==> src/rtl/alu_seg_display.sv <==
// Captures the ALU result/status pair on a load strobe and shows it as two hex digits
// on a multiplexed common-anode seven-segment display. Define ALU_SEG_LZ_BLANK_EN to blank a zero high digit.
module alu_seg_display #(
  parameter int WIDTH       = 4,
  parameter int REFRESH_DIV = 50000
) (
  input  logic             clk,
  input  logic             rst_n,
  input  logic [WIDTH-1:0] result,
  input  logic             status,
  input  logic             load,
  output logic [6:0]       seg,
  output logic             dp,
  output logic [1:0]       an,
  output logic             valid
);

  localparam int CNT_W = (REFRESH_DIV > 1) ? $clog2(REFRESH_DIV) : 1;
  localparam logic [CNT_W-1:0] CNT_MAX = CNT_W'(REFRESH_DIV - 1);

  localparam logic [6:0] SEG_BLANK = 7'h7F;
  localparam logic [1:0] AN_OFF    = 2'b11;
  localparam logic [1:0] AN_LOW    = 2'b10;
  localparam logic [1:0] AN_HIGH   = 2'b01;

  // Active-low gfedcba patterns for one hex nibble.
  function automatic logic [6:0] font(input logic [3:0] nib);
    case (nib)
      4'h0:    font = 7'h40;
      4'h1:    font = 7'h79;
      4'h2:    font = 7'h24;
      4'h3:    font = 7'h30;
      4'h4:    font = 7'h19;
      4'h5:    font = 7'h12;
      4'h6:    font = 7'h02;
      4'h7:    font = 7'h78;
      4'h8:    font = 7'h00;
      4'h9:    font = 7'h10;
      4'hA:    font = 7'h08;
      4'hB:    font = 7'h03;
      4'hC:    font = 7'h46;
      4'hD:    font = 7'h21;
      4'hE:    font = 7'h06;
      default: font = 7'h0E;
    endcase
  endfunction

  logic [7:0]       cap_val;
  logic             cap_stat;
  logic [CNT_W-1:0] cnt;
  logic             dig_sel;
  logic [6:0]       seg_d;
  logic             dp_d;
  logic [1:0]       an_d;

  // NOTE: state registers use non-blocking assignments so every flop samples pre-edge values.
  always_ff @(posedge clk or negedge rst_n) begin
    if (!rst_n) begin
      cap_val  <= '0;
      cap_stat <= 1'b0;
      valid    <= 1'b0;
    end else if (load) begin
      cap_val  <= 8'(result);
      cap_stat <= status;
      valid    <= 1'b1;
    end
  end

  // Scan runs free of valid so digit timing never depends on capture history.
  always_ff @(posedge clk or negedge rst_n) begin
    if (!rst_n) begin
      cnt     <= '0;
      dig_sel <= 1'b0;
    end else if (cnt == CNT_MAX) begin
      cnt     <= '0;
      dig_sel <= ~dig_sel;
    end else begin
      cnt     <= cnt + CNT_W'(1);
    end
  end

  // NOTE: blank defaults first keep this block free of inferred latches.
  always_comb begin
    seg_d = SEG_BLANK;
    dp_d  = 1'b1;
    an_d  = AN_OFF;
    if (valid) begin
      if (!dig_sel) begin
        an_d  = AN_LOW;
        seg_d = font(cap_val[3:0]);
        dp_d  = ~cap_stat;
      end else begin
`ifdef ALU_SEG_LZ_BLANK_EN
        if (cap_val[7:4] != 4'h0) begin
          an_d  = AN_HIGH;
          seg_d = font(cap_val[7:4]);
        end
`else
        an_d  = AN_HIGH;
        seg_d = font(cap_val[7:4]);
`endif
      end
    end
  end

  always_ff @(posedge clk or negedge rst_n) begin
    if (!rst_n) begin
      seg <= SEG_BLANK;
      dp  <= 1'b1;
      an  <= AN_OFF;
    end else begin
      seg <= seg_d;
      dp  <= dp_d;
      an  <= an_d;
    end
  end

endmodule

==> config.mk <==
export PLATFORM = sky130hd
export DESIGN_NAME = alu_seg_display
export DESIGN_NICKNAME = d
export VERILOG_FILES = /design/src/rtl/alu_seg_display.sv
export SDC_FILE = /design/constraint.sdc
export NUM_CORES = 1
export LEC_CHECK = 0
export ABC_AREA = 1
export CORE_UTILIZATION = 45
export CTS_CLUSTER_DIAMETER = 50
export DETAILED_ROUTE_END_ITERATION = 16
export PLACE_DENSITY_LB_ADDON = 0.12
export SLEW_MARGIN = 0
export SYNTH_ARGS = -nofsm -noshare
export SYNTH_HDL_FRONTEND = slang
export SYNTH_SLANG_ARGS = --single-unit
==> constraint.sdc <==
create_clock -name clk -period 3.37 [get_ports clk]
set_input_delay 0.674 -clock clk [delete_from_list [all_inputs] [get_ports clk]]
set_output_delay 0.674 -clock clk [all_outputs]
set_load 0.03 [all_outputs]
==> impl_results.md, run 1 <==
* IO Port Bufs at 18
* Post-placement cell count at 279
* Yosys top cell by area: dfrtp_1
* Share of post-route cells with drive strength above 1 at 0.100
* Post-synth cell types at 24
* Routed vias/inst at 4.94
* DIE AREA at 0.00409 mm²
* Worst-skew pair later-pin latency at 0.29 ns
* WL final at 3240 µm
* First-pass iteration count of the detailed router at 6
* Fraction of registers with async set/reset at 1.00
* Initial antenna violation count at 0
* Syn Area/Cell at 8.00 µm²
* Die Y at 64.0 µm
* Slew @ Worst Pin at 0.423 ns
* Total gr overflow at 0
* Final WS setup at 1.15 ns
* Row cnt at 22
* Initial core utilization at 0.472
* Fill count at 349
* Layout Cells excl Fill at 287
* Critical path required time at 2.70 ns
* Post-route DRC at 0
* CTS Buf Count at 5
* Maximum fanout along the worst path at 12
* Final hold slack at 0.431 ns
* Largest net degree at the start of global routing at 34
* Final setup vio count at 0
* Max-slew violation count at 0
* CTS tree: built
* Startpoint Class: register
* Sequential Area at 838 µm²
* Worst-path cell chain: clkdlybuf4s50_1
* Buf+Inv Stages, Crit Path at 1
* Crit-path max cell delay at 0.74 ns
* Most frequent cell after synthesis: nand2_1
* Ranking of synthesized cells by area: dfrtp_1 (33%), dfstp_2 (15%), nand2_1 (13%)
* Final Hold Fails at 0
* CTS root buf: clkbuf_8
* Maximum vdd drop at 0.277 mV
* Synthesis warning total at 0
* Footprint of the multi-input gates at 761 µm²
* Pleak at 1.01 nW
* Area grow syn2layout at 18.6%
* Post-synth top area share at 0.333
* R2R setup slack at 1.90 ns
* Post-CTS sizing at 0
* First-pass GRT wire length at 5810 µm
* Max frequency at 451 MHz
* Top cells by count, synth: nand2_1 (59), nor2_1 (29), inv_1 (27)
* Final instance area at 0.00205 mm²
* Setup WS pre-CTS at 1.46 ns
* I/O pin total at 19
* 1st-iter DRT viols at 52
* Clock sink count at 33
* Synth Register Bits at 33
* CP top delay family: buffers and inverters
* Via count at 1417
* All-Layer GR Usage at 0.191
* Htree depth at 2
* Final worst-path cycle share at 0.658
* Max Root-Sink Buffers at 2
* Post-synth top flop: dfrtp_1
* Post-DP Area at 0.00196 mm²
* # Post-CTS Setup Buffers at 0
* Maxcap violations at 0
* WS Path Type: register to output port
* Synthesized area at 0.00173 mm²
* Slew HR at 0.718
* P per Cell Area at 424 mW/mm²
* Final net count at 255
* Status: completed
* Period minus WS final at 2.22 ns
* Worst path slowest cell: clkdlybuf4s50_1
* Diodes inserted at 0
* Post-CTS Hold Fix Bufs at 0
* Post-synth EDFFs at 0
* Clk pin slew, worst setup/hold paths at 0.06 ns
* Number of global-route vias before repair at 1390
* Seq/Total Area, Yosys at 0.485
* Critical Path AT at 1.54 ns
* Clock skew at 0.00882 ns
* Fin Setup TNS at 0 ns
* Placer Congestion at 0.924
* Number of antenna-violating nets in the routed design at 0
* Avg WL per Cell at 11.3 µm
* Die X at 64.0 µm
* Hold WC Path Type: register to register
* Mapped Nets at 233
* CP Capture Type: output port
* Core Box Area at 0.00366 mm²
* Detailed placer's ending HPWL at 2380 µm
* RSZ-0062 raised after global routing: no
* Gate count after technology mapping at 216
state kept, by name (all words and copies together), names as in the netlist:
name / cells
dp: 1
dig_sel: 1
an: 2
seg: 7
valid: 1
cap_stat: 1
cap_val: 4
cnt: 16
power breakdown:
part	switching (W)	internal [W]	leakage, nW	total, W
logic	0.0000767	0.0000511	0.569	0.000128
clock network	0.000135	0.000166	0.0455	0.000301
registers	0.0000126	0.000427	0.397	0.000439
through the flow:
stage | utilization | power (W)
finish | 0.560 | 0.000868
global route | 0.560 | 0.000910
CTS | 0.560 | 0.000887
detailed placement | 0.535 | 0.000576
global placement | 0.535 | 0.000577
floorplan | - | 0.000519
worst paths after layout:
path | depth (start not counted) | endpoint | from
max | 1 | valid | valid
min | 1 | dp | cap_stat
max reg2reg | 8 | cnt[0] | cnt[0]
min reg2reg | 1 | dp | cap_stat
max in group asynchronous | 2 | seg[1] | rst_n
min in group asynchronous | 2 | cnt[7] | rst_n
area by class of cell:
cell class              count  share of cell area
flip-flops and latches     33               0.409
multi-input cells         149               0.371
repair buffers             19              0.0916
inverters                  30              0.0549
clock buffers               8              0.0440
well taps                  48              0.0293
cells in the final DEF (no fill, tap or decap), drive strengths merged, types with 5 or more instances in the layout:
cell type	synthesis	layout
clkbuf	3	8
xor2	5	5
dfrtp	23	23
nor2	31	31
clkdlybuf4s50	0	18
inv	29	29
dfstp	10	10
o21ai	13	13
nand3	12	12
a21oi	7	7
nand2	60	60
ha	9	9
per-layer routing:
layer	routed length (µm)	share of wire	GRT usage	vias to the layer above
met5	0	0	0	-
met4	110	0.034	0.134	0
met3	115	0.036	0.0571	12
met2	1580	0.49	0.332	27
met1	1430	0.44	0.195	663
li1	-	-	-	715
cells by family after synthesis:
kind of cell / synth area share
muxes: 0.00652
AOI/OAI and AO/OA: 0.0717
and+or+nand+nor: 0.261
DFF: 0.485
buffers and inverters: 0.0746
adders and majority gates: 0.0652
xor gates and xnor gates: 0.0355
No activity file was read; power rests on OpenSTA's default activity.
==> run 2, diff against run 1 <==
==> constraint.sdc (replaced) <==
create_clock -name clk -period 2.3 [get_ports clk]
set_input_delay 0.46 -clock clk [delete_from_list [all_inputs] [get_ports clk]]
set_output_delay 0.46 -clock clk [all_outputs]
set_load 0.03 [all_outputs]
==> run 2 against run 1 <==
- design area increased by 0.55%
- global-route usage decreased by 0.39 points
- core utilization increased by 0.31 points
- sequential share of layout area decreased by 0.22 points
- cell count unchanged
- die area unchanged
- combinational power increased by 46%
==> impl_results.md, run 2 (same netlist as run 1, synthesis figures left out) <==
* Buf+Inv Stages, Crit Path at 1 (unchanged)
* Worst-skew pair later-pin latency at 0.28 ns (about the same)
* Max-slew violation count at 0 (unchanged)
* Final Hold Fails at 0 (unchanged)
* Hold WC Path Type: register to register
* Number of global-route vias before repair at 1358 (-2.3%)
* Startpoint Class: register
* Post-CTS Hold Fix Bufs at 0 (unchanged)
* First-pass GRT wire length at 5690 µm (-2.1%)
* Worst R2R End: cnt[0]
* R2R cell count at 8 (unchanged)
* Clock sink count at 33 (unchanged)
* CTS Buf Count at 5 (unchanged)
* R2R setup slack at 0.80 ns (-1.10 ns)
* Placer Congestion at 0.882 (-4.5%)
* Area grow syn2layout at 19.3%
* Crit-path max cell delay at 0.74 ns (about the same)
* CTS root buf: clkbuf_8
* Die X at 64.0 µm (unchanged)
* Max frequency at 503 MHz
* Final setup vio count at 0 (unchanged)
* Pleak at 1.02 nW (+0.86%)
* Final worst-path cycle share at 0.864
* P per Cell Area at 633 mW/mm² (+50%)
* Setup crit end: valid
* Share of post-route cells with drive strength above 1 at 0.109 (+0.00837)
* CTS tree: built
* Biggest register: cnt
* WL final at 3150 µm (-2.8%)
* Maxcap violations at 0 (unchanged)
* Period minus WS final at 1.99 ns
* IO Port Bufs at 18 (unchanged)
* Reg2Reg Launch Point: cnt[0]
* Die Y at 64.0 µm (unchanged)
* Setup crit start: valid
* Row cnt at 22 (unchanged)
* DIE AREA at 0.00409 mm² (unchanged)
* Critical path required time at 1.84 ns (-0.86 ns)
* Clock skew at 0.00758 ns (-0.00124 ns)
* Diodes inserted at 0 (unchanged)
* WS Path Type: register to output port
* Final net count at 255 (unchanged)
* Core Box Area at 0.00366 mm² (unchanged)
* Maximum fanout along the worst path at 12 (unchanged)
* Slew HR at 0.730 (+0.0113)
* Post-CTS sizing at 0 (unchanged)
* Top Registers: cnt x16, seg x7, cap_val x4
* Initial core utilization at 0.472 (unchanged)
* Initial antenna violation count at 0 (unchanged)
* Cell count along the critical path at 1 (unchanged)
* Largest net degree at the start of global routing at 34 (unchanged)
* Worst-path cell chain: clkdlybuf4s50_1
* Total gr overflow at 0 (unchanged)
* Detailed placer's ending HPWL at 2330 µm (-1.8%)
* Commonest non-fill, non-tap cell in the layout: nand2_1
* Slew @ Worst Pin at 0.406 ns (-0.0170 ns)
* Final core occ at 0.563 (+0.00308)
* Post-route DRC at 0 (unchanged)
* I/O pin total at 19 (unchanged)
* CP Capture Type: output port
* Avg WL per Cell at 11.0 µm (-2.8%)
* All-Layer GR Usage at 0.188 (-0.00392)
* CP top delay family: buffers and inverters
* Htree depth at 2 (unchanged)
* Maximum vdd drop at 0.416 mV (+51%)
* Fill count at 340 (-2.6%)
* # Post-CTS Setup Buffers at 0 (unchanged)
* Commonest non-fill, non-tap cells in the layout: nand2_1 (59), nor2_1 (29), inv_1 (27)
* Via count at 1366 (-3.6%)
* Max Root-Sink Buffers at 2 (unchanged)
* RSZ-0062 raised after global routing: no
* Number of antenna-violating nets in the routed design at 0 (unchanged)
* Critical Path AT at 1.53 ns (about the same)
* 1st-iter DRT viols at 45 (-13%)
* Status: completed
* Routed vias/inst at 4.76 (-3.6%)
* Clk pin slew, worst setup/hold paths at 0.06 ns (about the same)
* Worst path slowest cell: clkdlybuf4s50_1
* First-pass iteration count of the detailed router at 4 (-2)
* Fin Setup TNS at 0 ns (unchanged)
* Max reg flops at 16 (unchanged)
## run 2: worst min-delay path by stage
stage	start	cells after the start	end	slack, ns
global route	cap_stat	1	dp	0.47
global placement	cap_stat	1	dp	0.44
finish	cap_stat	1	dp	0.43
detailed placement	cap_stat	1	dp	0.43
floorplan	rst_n	0	cap_stat	0.16
CTS	cap_stat	1	dp	0.44
## run 2: per-stage QoR
step           total power [W]  setup WS [ns]  cell area, µm²  cells  hold slack, ns
5_1_grt                0.00137          0.229            2060    287           0.467
4_1_cts                0.00132          0.292            2060    287           0.440
3_3_place_gp          0.000845          0.621            1960    279           0.438
2_1_floorplan         0.000761           1.02            1730    216           0.164
6_report               0.00131          0.312            2060    287           0.433
3_5_place_dp          0.000843          0.611            1960    279           0.430
## run 2: cell type report
cell class	instances	area (µm²)	share of cell area
tap	48	60.1	0.0291
sequential	33	838	0.407
timing repair buffer	19	188	0.0911
clock buffer	7	96.3	0.0468
multi-input combinational	149	761	0.369
inverter	30	113	0.0546
clock inverter	1	5.00	0.00243
## run 2: worst register-to-register path: cells and delay by family, from the launching register on
family / cells / cell delay [ns]
flip-flops: 1 / 0.40
adder cells (fa/ha/maj): 1 / 0.21
buffers and inverters: 2 / 0.19
AND/OR/NAND/NOR: 5 / 0.60
## run 2: per-layer routing
layer  vias to the layer above  GRT usage  wire, µm
met4                         0      0.128       100
met5                         -          0         0
li1                        717          -         -
met1                       616      0.203      1360
met2                        22      0.327      1590
met3                        11     0.0375       104
## run 2: power breakdown
group | leakage [nW] | internal [W] | total (W) | switching, W
sequential | 0.397 | 0.000625 | 0.000644 | 0.0000189
clock | 0.0542 | 0.000270 | 0.000475 | 0.000204
combinational | 0.569 | 0.0000751 | 0.000187 | 0.000111
total | 1.02 | 0.000971 | 0.00131 | 0.000335
==> run 3, diff against run 2 <==
--- a/config.mk
+++ b/config.mk
@@ -10,7 +10,7 @@
 export CTS_CLUSTER_DIAMETER = 50
 export DETAILED_ROUTE_END_ITERATION = 16
 export PLACE_DENSITY_LB_ADDON = 0.12
-export SLEW_MARGIN = 0
+export SLEW_MARGIN = 10
 export SYNTH_ARGS = -nofsm -noshare
 export SYNTH_HDL_FRONTEND = slang
 export SYNTH_SLANG_ARGS = --single-unit
==> results of run 3 <==
The final DEF is identical to that of run 2; final timing and power are the same.
